File: config.mk
export PLATFORM = sky130hd
export DESIGN_NAME = bcd_counter
export DESIGN_NICKNAME = d
export VERILOG_FILES = /design/src/rtl/bcd_counter.sv
export SDC_FILE = /design/constraint.sdc
export NUM_CORES = 1
export LEC_CHECK = 0
export BUFFER_PORTS_ARGS = -buffer_cell sky130_fd_sc_hd__buf_2
export CAP_MARGIN = 20
export CORE_MARGIN = 2
export CORE_UTILIZATION = 35
export DETAILED_ROUTE_END_ITERATION = 6
export PLACE_DENSITY_LB_ADDON = 0.25
export SYNTH_ARGS = -nofsm -noshare
export SYNTH_HDL_FRONTEND = slang
export SYNTH_SLANG_ARGS = --single-unit
File: constraint.sdc
create_clock -name clk -period 3.9 [get_ports clk]
set_clock_uncertainty 0.1 [all_clocks]
set_input_delay 0.585 -clock clk [delete_from_list [all_inputs] [get_ports clk]]
set_output_delay 0.585 -clock clk [all_outputs]
set_load 0.05 [all_outputs]
File: src/rtl/bcd_counter.sv
// bcd_counter: multi-digit packed BCD up/down counter with clear, parallel
// load (invalid digits clamped to 9), wrap or saturate at the limits,
// a one-cycle terminal-count pulse and a sticky overflow flag.
// Digit 0 is the least significant and occupies bits [3:0].
module bcd_counter #(
    parameter int DIGITS = 4,
    parameter bit WRAP   = 1'b1
) (
    input  logic                  clk,
    input  logic                  rst,
    input  logic                  clr,
    input  logic                  load,
    input  logic [4*DIGITS-1:0]   load_val,
    input  logic                  en,
    input  logic                  up,
    output logic [4*DIGITS-1:0]   count,
    output logic                  tc,
    output logic                  ovf,
    output logic                  zero
);

    logic [4*DIGITS-1:0] inc_val;
    logic [4*DIGITS-1:0] dec_val;
    logic [4*DIGITS-1:0] clamp_val;
    logic                inc_cy;
    logic                dec_bw;

    // Ripple-carry BCD increment; inc_cy ends high only when every digit was 9.
    always_comb begin
        inc_val = count;
        inc_cy  = 1'b1;
        for (int i = 0; i < DIGITS; i++) begin
            if (inc_cy) begin
                if (count[4*i +: 4] == 4'd9) begin
                    inc_val[4*i +: 4] = 4'd0;
                end else begin
                    inc_val[4*i +: 4] = count[4*i +: 4] + 4'd1;
                    inc_cy            = 1'b0;
                end
            end
        end
    end

    // Ripple-borrow BCD decrement; dec_bw ends high only when every digit was 0.
    always_comb begin
        dec_val = count;
        dec_bw  = 1'b1;
        for (int i = 0; i < DIGITS; i++) begin
            if (dec_bw) begin
                if (count[4*i +: 4] == 4'd0) begin
                    dec_val[4*i +: 4] = 4'd9;
                end else begin
                    dec_val[4*i +: 4] = count[4*i +: 4] - 4'd1;
                    dec_bw            = 1'b0;
                end
            end
        end
    end

    // Clamp each load digit above 9 down to 9 so the count never holds a non-BCD digit.
    always_comb begin
        clamp_val = '0;
        for (int i = 0; i < DIGITS; i++) begin
            clamp_val[4*i +: 4] = (load_val[4*i +: 4] > 4'd9) ? 4'd9 : load_val[4*i +: 4];
        end
    end

    // Count, terminal-count and overflow registers; priority rst > clr > load > en.
    always_ff @(posedge clk) begin
        if (rst || clr) begin
            count <= '0;
            tc    <= 1'b0;
            ovf   <= 1'b0;
        end else if (load) begin
            count <= clamp_val;
            tc    <= 1'b0;
        end else if (en) begin
            if (up) begin
                tc <= inc_cy;
                if (inc_cy) ovf <= 1'b1;
                // In saturate mode a step past the limit leaves count where it is.
                if (WRAP || !inc_cy) count <= inc_val;
            end else begin
                tc <= dec_bw;
                if (dec_bw) ovf <= 1'b1;
                if (WRAP || !dec_bw) count <= dec_val;
            end
        end else begin
            tc <= 1'b0;
        end
    end

    // Zero flag follows count combinationally.
    always_comb begin
        zero = (count == '0);
    end

endmodule
==> results of run 1 <==
-- worst register-to-register path, stage by stage, from the launching register on --
cell and delay [ns]:
dfxtp_1 0.63, and4bb_2 0.37, o22ai_1 0.15, a21o_1 0.24
or3_1 0.32, a31oi_1 0.16
-- sequential cells by signal (all words and copies together), names as in the netlist --
register and cells:
count 16, ovf 1, tc 1
-- stage by stage --
stage               setup slack, ns  std cells
detailed placement             1.60        298
global placement               1.61        298
CTS                            1.35        302
finish                         1.32        302
global route                   1.20        302
floorplan                     0.513        231
-- cells in the mapped netlist (2+ instances only) --
cell,number,area [sq um]
o211ai_1,3,22.5
inv_1,6,22.5
a211oi_1,3,22.5
nor3b_1,3,22.5
nand2_1,21,78.8
a221oi_1,3,26.3
nand3b_1,3,22.5
nor2b_1,2,12.5
nand3_1,3,15.0
o311ai_0,2,17.5
o21ai_0,21,105
a31oi_1,6,37.5
nor4b_1,2,17.5
o21a_1,4,30.0
buf_1,2,7.51
a21oi_1,20,100
xnor2_1,7,61.3
clkbuf_1,19,71.3
nor4_2,2,25.0
dfxtp_1,18,360
buf_2,3,15.0
o22ai_1,2,12.5
nor2_1,22,82.6
nor4_1,2,12.5
nand2b_1,3,18.8
or2_2,2,12.5
mux2i_1,2,20.0
nor3_1,7,35.0
nand4_1,3,18.8
a21o_1,4,30.0
o31ai_1,5,37.5
-- cell type report --
cell class	instances	share of cell area [%]
Multi-Input combinational cell	182	61.5
Inverter	6	1.23
Sequential cell	18	19.7
Clock buffer	4	3.01
Tap cell	52	3.56
Timing Repair Buffer	40	11.0
-- metal layers --
layer  up-vias  part of all wire, %
li1        898                    -
met1       806                   48
met2        40                   47
met3         4                  4.7
met4         0                 0.43
met5         -                    0
-- cells in the final DEF (no fill, tap or decap), drive strengths merged, types with 2 or more instances in the layout --
master,count
buf,40
nor2,22
nand2,21
o21ai,21
a21oi,21
dfxtp,18
nor3,7
xnor2,7
inv,6
a31oi,6
o31ai,5
a21o,4
o21a,4
clkbuf,4
a211oi,4
nor4,4
nand4,3
nor3b,3
nand2b,3
nand3,3
a221oi,3
o211ai,3
nand3b,3
o22ai,2
or2,2
mux2i,2
nor2b,2
nor4b,2
o311ai,2
or4,2
-- worst paths after layout --
check        depth (start not counted)  endpoint  slack (ns)      from
max                                  4      zero        1.32  count[4]
max reg2reg                          5  count[4]        1.86  count[0]
min                                  2       ovf        0.36       ovf
min reg2reg                          2       ovf        0.36       ovf
-- kinds of logic after synthesis --
group	Yosys count
flops	18
mux	2
compound gates	89
buf+inv	31
simple gates	83
xor+xnor	8
-- power groups by stage --
stage	clock, uW	combinational (uW)	sequential (uW)
detailed placement	0	172	220
finish	161	172	217
global placement	0	171	220
floorplan	0	121	231
global route	171	189	219
CTS	164	172	216
==> results.md, run 1 <==
* Main combinational cell family by area after synthesis: compound AO/OA/AOI/OAI gates
* Dpl cell area at 1770 sq um
* Share of layout cells above drive strength 1 at 20.8%
* Global route overflow at 0
* CP Cell Sequence: nor4_2, nand2_1, nor4_1, buf_2
* Clock Root Buffer: clkbuf_8
* #FFs+latches synth at 18
* Total CTS buffers at 3
* First-pass GRT wire length at roughly 7.1 mm
* Logic pwr share at roughly a third
* Maximum buffer depth of the clock tree at 2
* Drt wl/cell at 14.7 um
* Hpwl dp at just over 3 mm
* Met3 global-route usage at a little over 3%
* Filler cells at 470
* FF/Latch Area at 360 sq um
* Final worst-path cycle share at 66.1%
* GRT Total Usage at 16.8%
* DRC violations left at 0
* Top_reg_cell synth: dfxtp_1
* Path category of the worst min-delay check: flop to flop
* Initial Utilization at a little under two fifths
* CP max FO at 16
* 1st-pass router iterations at 4
* Synth cell types at 57
* Syn Inst Count at 231
* Post-CTS Resized at 0
* Largest net degree at the start of global routing at 34
* Final setup vio count at 0
* Die Height at 71.9 um
* Critical Path Source Type: flop
* Seq/Total Area, Yosys at roughly 22%
* Switching Fraction at between 30% and 40%
* Setup TNS at 0 ns
* CTS tree: built
* RSZ-0062 raised after global routing: no
* Worst path max stage delay at about 0.47 ns
* Vias at around 1700
* Top Usage Layer GRT: met2
* WP buf/inv at 1
* H-tree Lvls at 1
* Cell internal pwr at 344 uW
* Final Hold Fails at 0
* GR Util met2 at approximately 28%
* M1 GR Usage at 23.7%
* Maxcap violations at 0
* Synth Area in Adders at 0%
* Req. time, crit path at 3.21 ns
* Gpl congestion at 0.735
* Clk pin slew, worst setup/hold paths at 0.08 ns
* Syn_nets at between 200 and 300
* Vias in the first global route at 1492
* Crit path time final at 2.58 ns
* Die area at 5160 sq um
* Relative slew slack at 54.9%
* DIE WIDTH at 71.9 um
* Clock sinks at 18
* Syn. warnings at 0
* Synth Area in Simple Gates at 27.5%
* Rows at 24
* Synth async-reset ratio at 0%
* IO Pins at between 40 and 50
* Area of the multi-input gates at around 1100 sq um
* Diode count at 0
* Tot Pwr at 550 uW
* LEAKAGE at about 0.00070 uW
* Register share of total power at between 30% and 40%
* Switching power at 206 uW
* DRT iter0 DRCs at roughly 100
* WS Path Type: flop to output port
* Worst-Skew Late Latency at 0.26 ns
* Core area at 4380 sq um
* Hold_buf cts at 0
* Area Growth Syn to Fin at 13.4%
* Initial antenna violation count at 0
* Fmax at just under 0.4 GHz
* Power Dens Cells at approximately 300 nW/um^2
* Slew Limit Fails at 0
* Post-CTS setup buffers at 0
* Status: completed
* Post-synthesis mux area share at 1.24%
* DRT Wirelength at 4.44 mm
* CP endpoint kind: output port
* CP max stage cell: dfxtp_1
* PortBufs at 40
* Xor/xnor cell area share of the yosys netlist at 4.35%
* Final net count at approximately 270
* Clock power share at between 20% and 30%
* CP top delay family: simple AND/OR/NAND/NOR gates
* Via density at 5.79
* Worst-Margin Slew at 0.674 ns
* Syn avg cell area at 6.98 sq um
* Mapped Area at around 1600 sq um
* Complex-gate fraction of the synthesized area at 36.6%
* Post-synth EDFFs at 0
* Hold WS at between 0.3 and 0.4 ns
* Final ANT Viol Nets at 0
* Final core utilization at about two fifths
* Maximum VDD drop at 0.000153 V
* Crit path DAT at 1.89 ns
* Final Cell Area at 1830 sq um
(Power assumes the default switching activity.)
==> inputs of run 2 (changes only) <==
Settings changed: ABC_AREA set to 1.
Clock period 3.9 ns to 2.6 ns, I/O delays scaled along.
==> run 2 against run 1 <==
Against the previous run: utilization up 2.7 points; via count up 1.6%; power up 52%; clock power increased by 50%; flip-flop and latch count unchanged; setup slack worse by 0.75 ns; critical path type unchanged; largest power group unchanged.
==> results.md, run 2 <==
* GRT Total Usage at 16.8%
* Syn avg cell area at 5.51 sq um
* Clock power share at between 20% and 30%
* Slew Limit Fails at 0
* LEAKAGE at roughly 0.00098 uW
* Post-CTS Resized at 0
* Largest register by flop count: count
* IO Pins at 41
* Die area at 4860 sq um
* Area Growth Syn to Fin at 20.0%
* Power Dens Cells at 460 nW/um^2
* Hpwl dp at 3.23 mm
* Path category of the worst min-delay check: input port to flop
* Vias at between 1500 and 2000
* CP max FO at 6
* DRT Wirelength at slightly above 4 mm
* Synth cell types at 25
* Rows at 23
* WS Path Type: flop to output port
* Final net count at roughly 340
* Share of layout cells above drive strength 1 at 20.0%
* DIE WIDTH at 69.7 um
* Critical Path Source Type: flop
* Synth async-reset ratio at 0%
* Status: completed
* Count leader, synth: nand2_1
* Diode count at 0
* Final setup vio count at 0
* Synth area leaders: dfxtp_1, nand2_1, nor2_1, nand3_1, inv_1
* Req. time, crit path at 2.11 ns
* RSZ-0062 raised after global routing: no
* Synth cell count leaders: nand2_1, nor2_1, inv_1
* H-tree Lvls at 1
* CP endpoint kind: output port
* DRC violations left at 0
* Final Hold Fails at 0
* Logic pwr share at roughly a third
* Switching Fraction at 38.9%
* Top_reg_cell synth: dfxtp_1
* Post-synth EDFFs at 0
* PortBufs at 40
* Fmax at roughly 0.5 GHz
* Post-synth top area share at 23.9%
* Clock sinks at 18
* First-pass GRT wire length at 6.78 mm
* Cell internal pwr at 509 uW
* Post-CTS setup buffers at 0
* Crit path DAT at 1.54 ns
* Worst-Margin Slew at 0.551 ns
* Max FFs per register at 16
* Gpl congestion at 0.900
* Final ANT Viol Nets at 0
* Clock Root Buffer: clkbuf_8
* Syn Inst Count at 274
* 1st-pass router iterations at 5
* Commonest non-fill, non-tap cells in the layout: nand2_1, nor2_1, buf_2
* Biggest registers after layout: count: 16 flops, ovf: 1 flops, tc: 1 flops
* Most common cell after layout, fill and taps aside: nand2_1
* Crit path time final at between 2 and 2.5 ns
* Mapped Area at between 1500 and 2000 sq um
* #FFs+latches synth at 18
* Die Height at 69.7 um
* Tot Pwr at around 830 uW
* Seq/Total Area, Yosys at 23.9%
* Syn_nets at 296
* Largest net degree at the start of global routing at 24
* Final worst-path cycle share at 78.0%
* Vias in the first global route at roughly 1500
* Via density at ~4.9
* Maximum VDD drop at 0.000262 V
* Maxcap violations at 0
* Switching power at 324 uW
* Clk pin slew, worst setup/hold paths at 0.08 ns
* Relative slew slack at 63.1%
* CTS tree: built
* Global route overflow at 0
* Register share of total power at a little under two fifths
* Syn. warnings at 0
* Initial antenna violation count at 0
* Maximum buffer depth of the clock tree at 2
* Initial Utilization at 37.0%
* Hold_buf cts at 0
* Total CTS buffers at 3
* Worst-Skew Late Latency at roughly 0.26 ns
* Drt wl/cell at 11.1 um
* Core area at 4090 sq um
* Area leader, netlist: dfxtp_1
* DRT iter0 DRCs at 105
* Setup TNS at 0 ns
## run 2: final timing paths
check,startpoint,endpoint,slack [ns],depth (start not counted)
setup reg to reg,count[3],count[7],0.97,9
setup / recovery,count[4],zero,0.57,6
hold / removal,load_val[0],count[0],0.32,3
hold reg to reg,ovf,ovf,0.35,2
## run 2: critical path, stage by stage, from the launching register on
cell and delay (ns):
dfxtp_1 0.37, nor2_2 0.24, nand2_2 0.12, nor2_4 0.14
nand2_1 0.07, inv_1 0.07, buf_2 0.26
## run 2: logic make-up (layout without fill, tap and decap cells)
family / Yosys count / after routing / share of synthesized area (%)
and+or+nand+nor: 164 / 164 / 45.8
buffers and inverters: 45 / 86 / 11.8
AOI/OAI and AO/OA: 43 / 43 / 16.2
DFF: 18 / 18 / 23.9
xor gates and xnor gates: 4 / 4 / 2.32
## run 2: cell type report
type,instances,area [sq um]
Fill cell,449,2270
Multi-Input combinational cell,211,972
Sequential cell,18,360
Timing Repair Buffer,41,208
Inverter,41,154
Tap cell,50,62.6
Clock buffer,4,55.1
## run 2: power groups by stage
stage / combinational [uW] / clock, uW / sequential [uW]
after CTS: 283 / 252 / 308
after global routing: 314 / 265 / 312
after global placement: 283 / 0 / 315
after floorplan: 168 / 0 / 358
after detailed placement: 282 / 0 / 314
final: 283 / 241 / 308
## run 2: per-stage QoR
step / worst slack, ns / hold slack [ns] / std cells / utilization, % / instance area (sq um)
finish: 0.571 / 0.319 / 365 / 44.3 / 1810
global route: 0.446 / 0.342 / 365 / 44.3 / 1810
CTS: 0.570 / 0.324 / 365 / 44.3 / 1810
detailed placement: 0.698 / 0.337 / 361 / 43.0 / 1760
global placement: 0.747 / 0.336 / 361 / 43.0 / 1760
floorplan: 0.743 / 0.468 / 274 / - / 1510
## run 2: routing by layer
layer | wire length, um | global-route usage (%) | vias up
li1 | - | - | 963
met1 | 2110 | 24.0 | 769
met2 | 1750 | 26.7 | 39
met3 | 159 | 2.03 | 5
met4 | 38 | 4.06 | 0
met5 | 0 | 0 | -
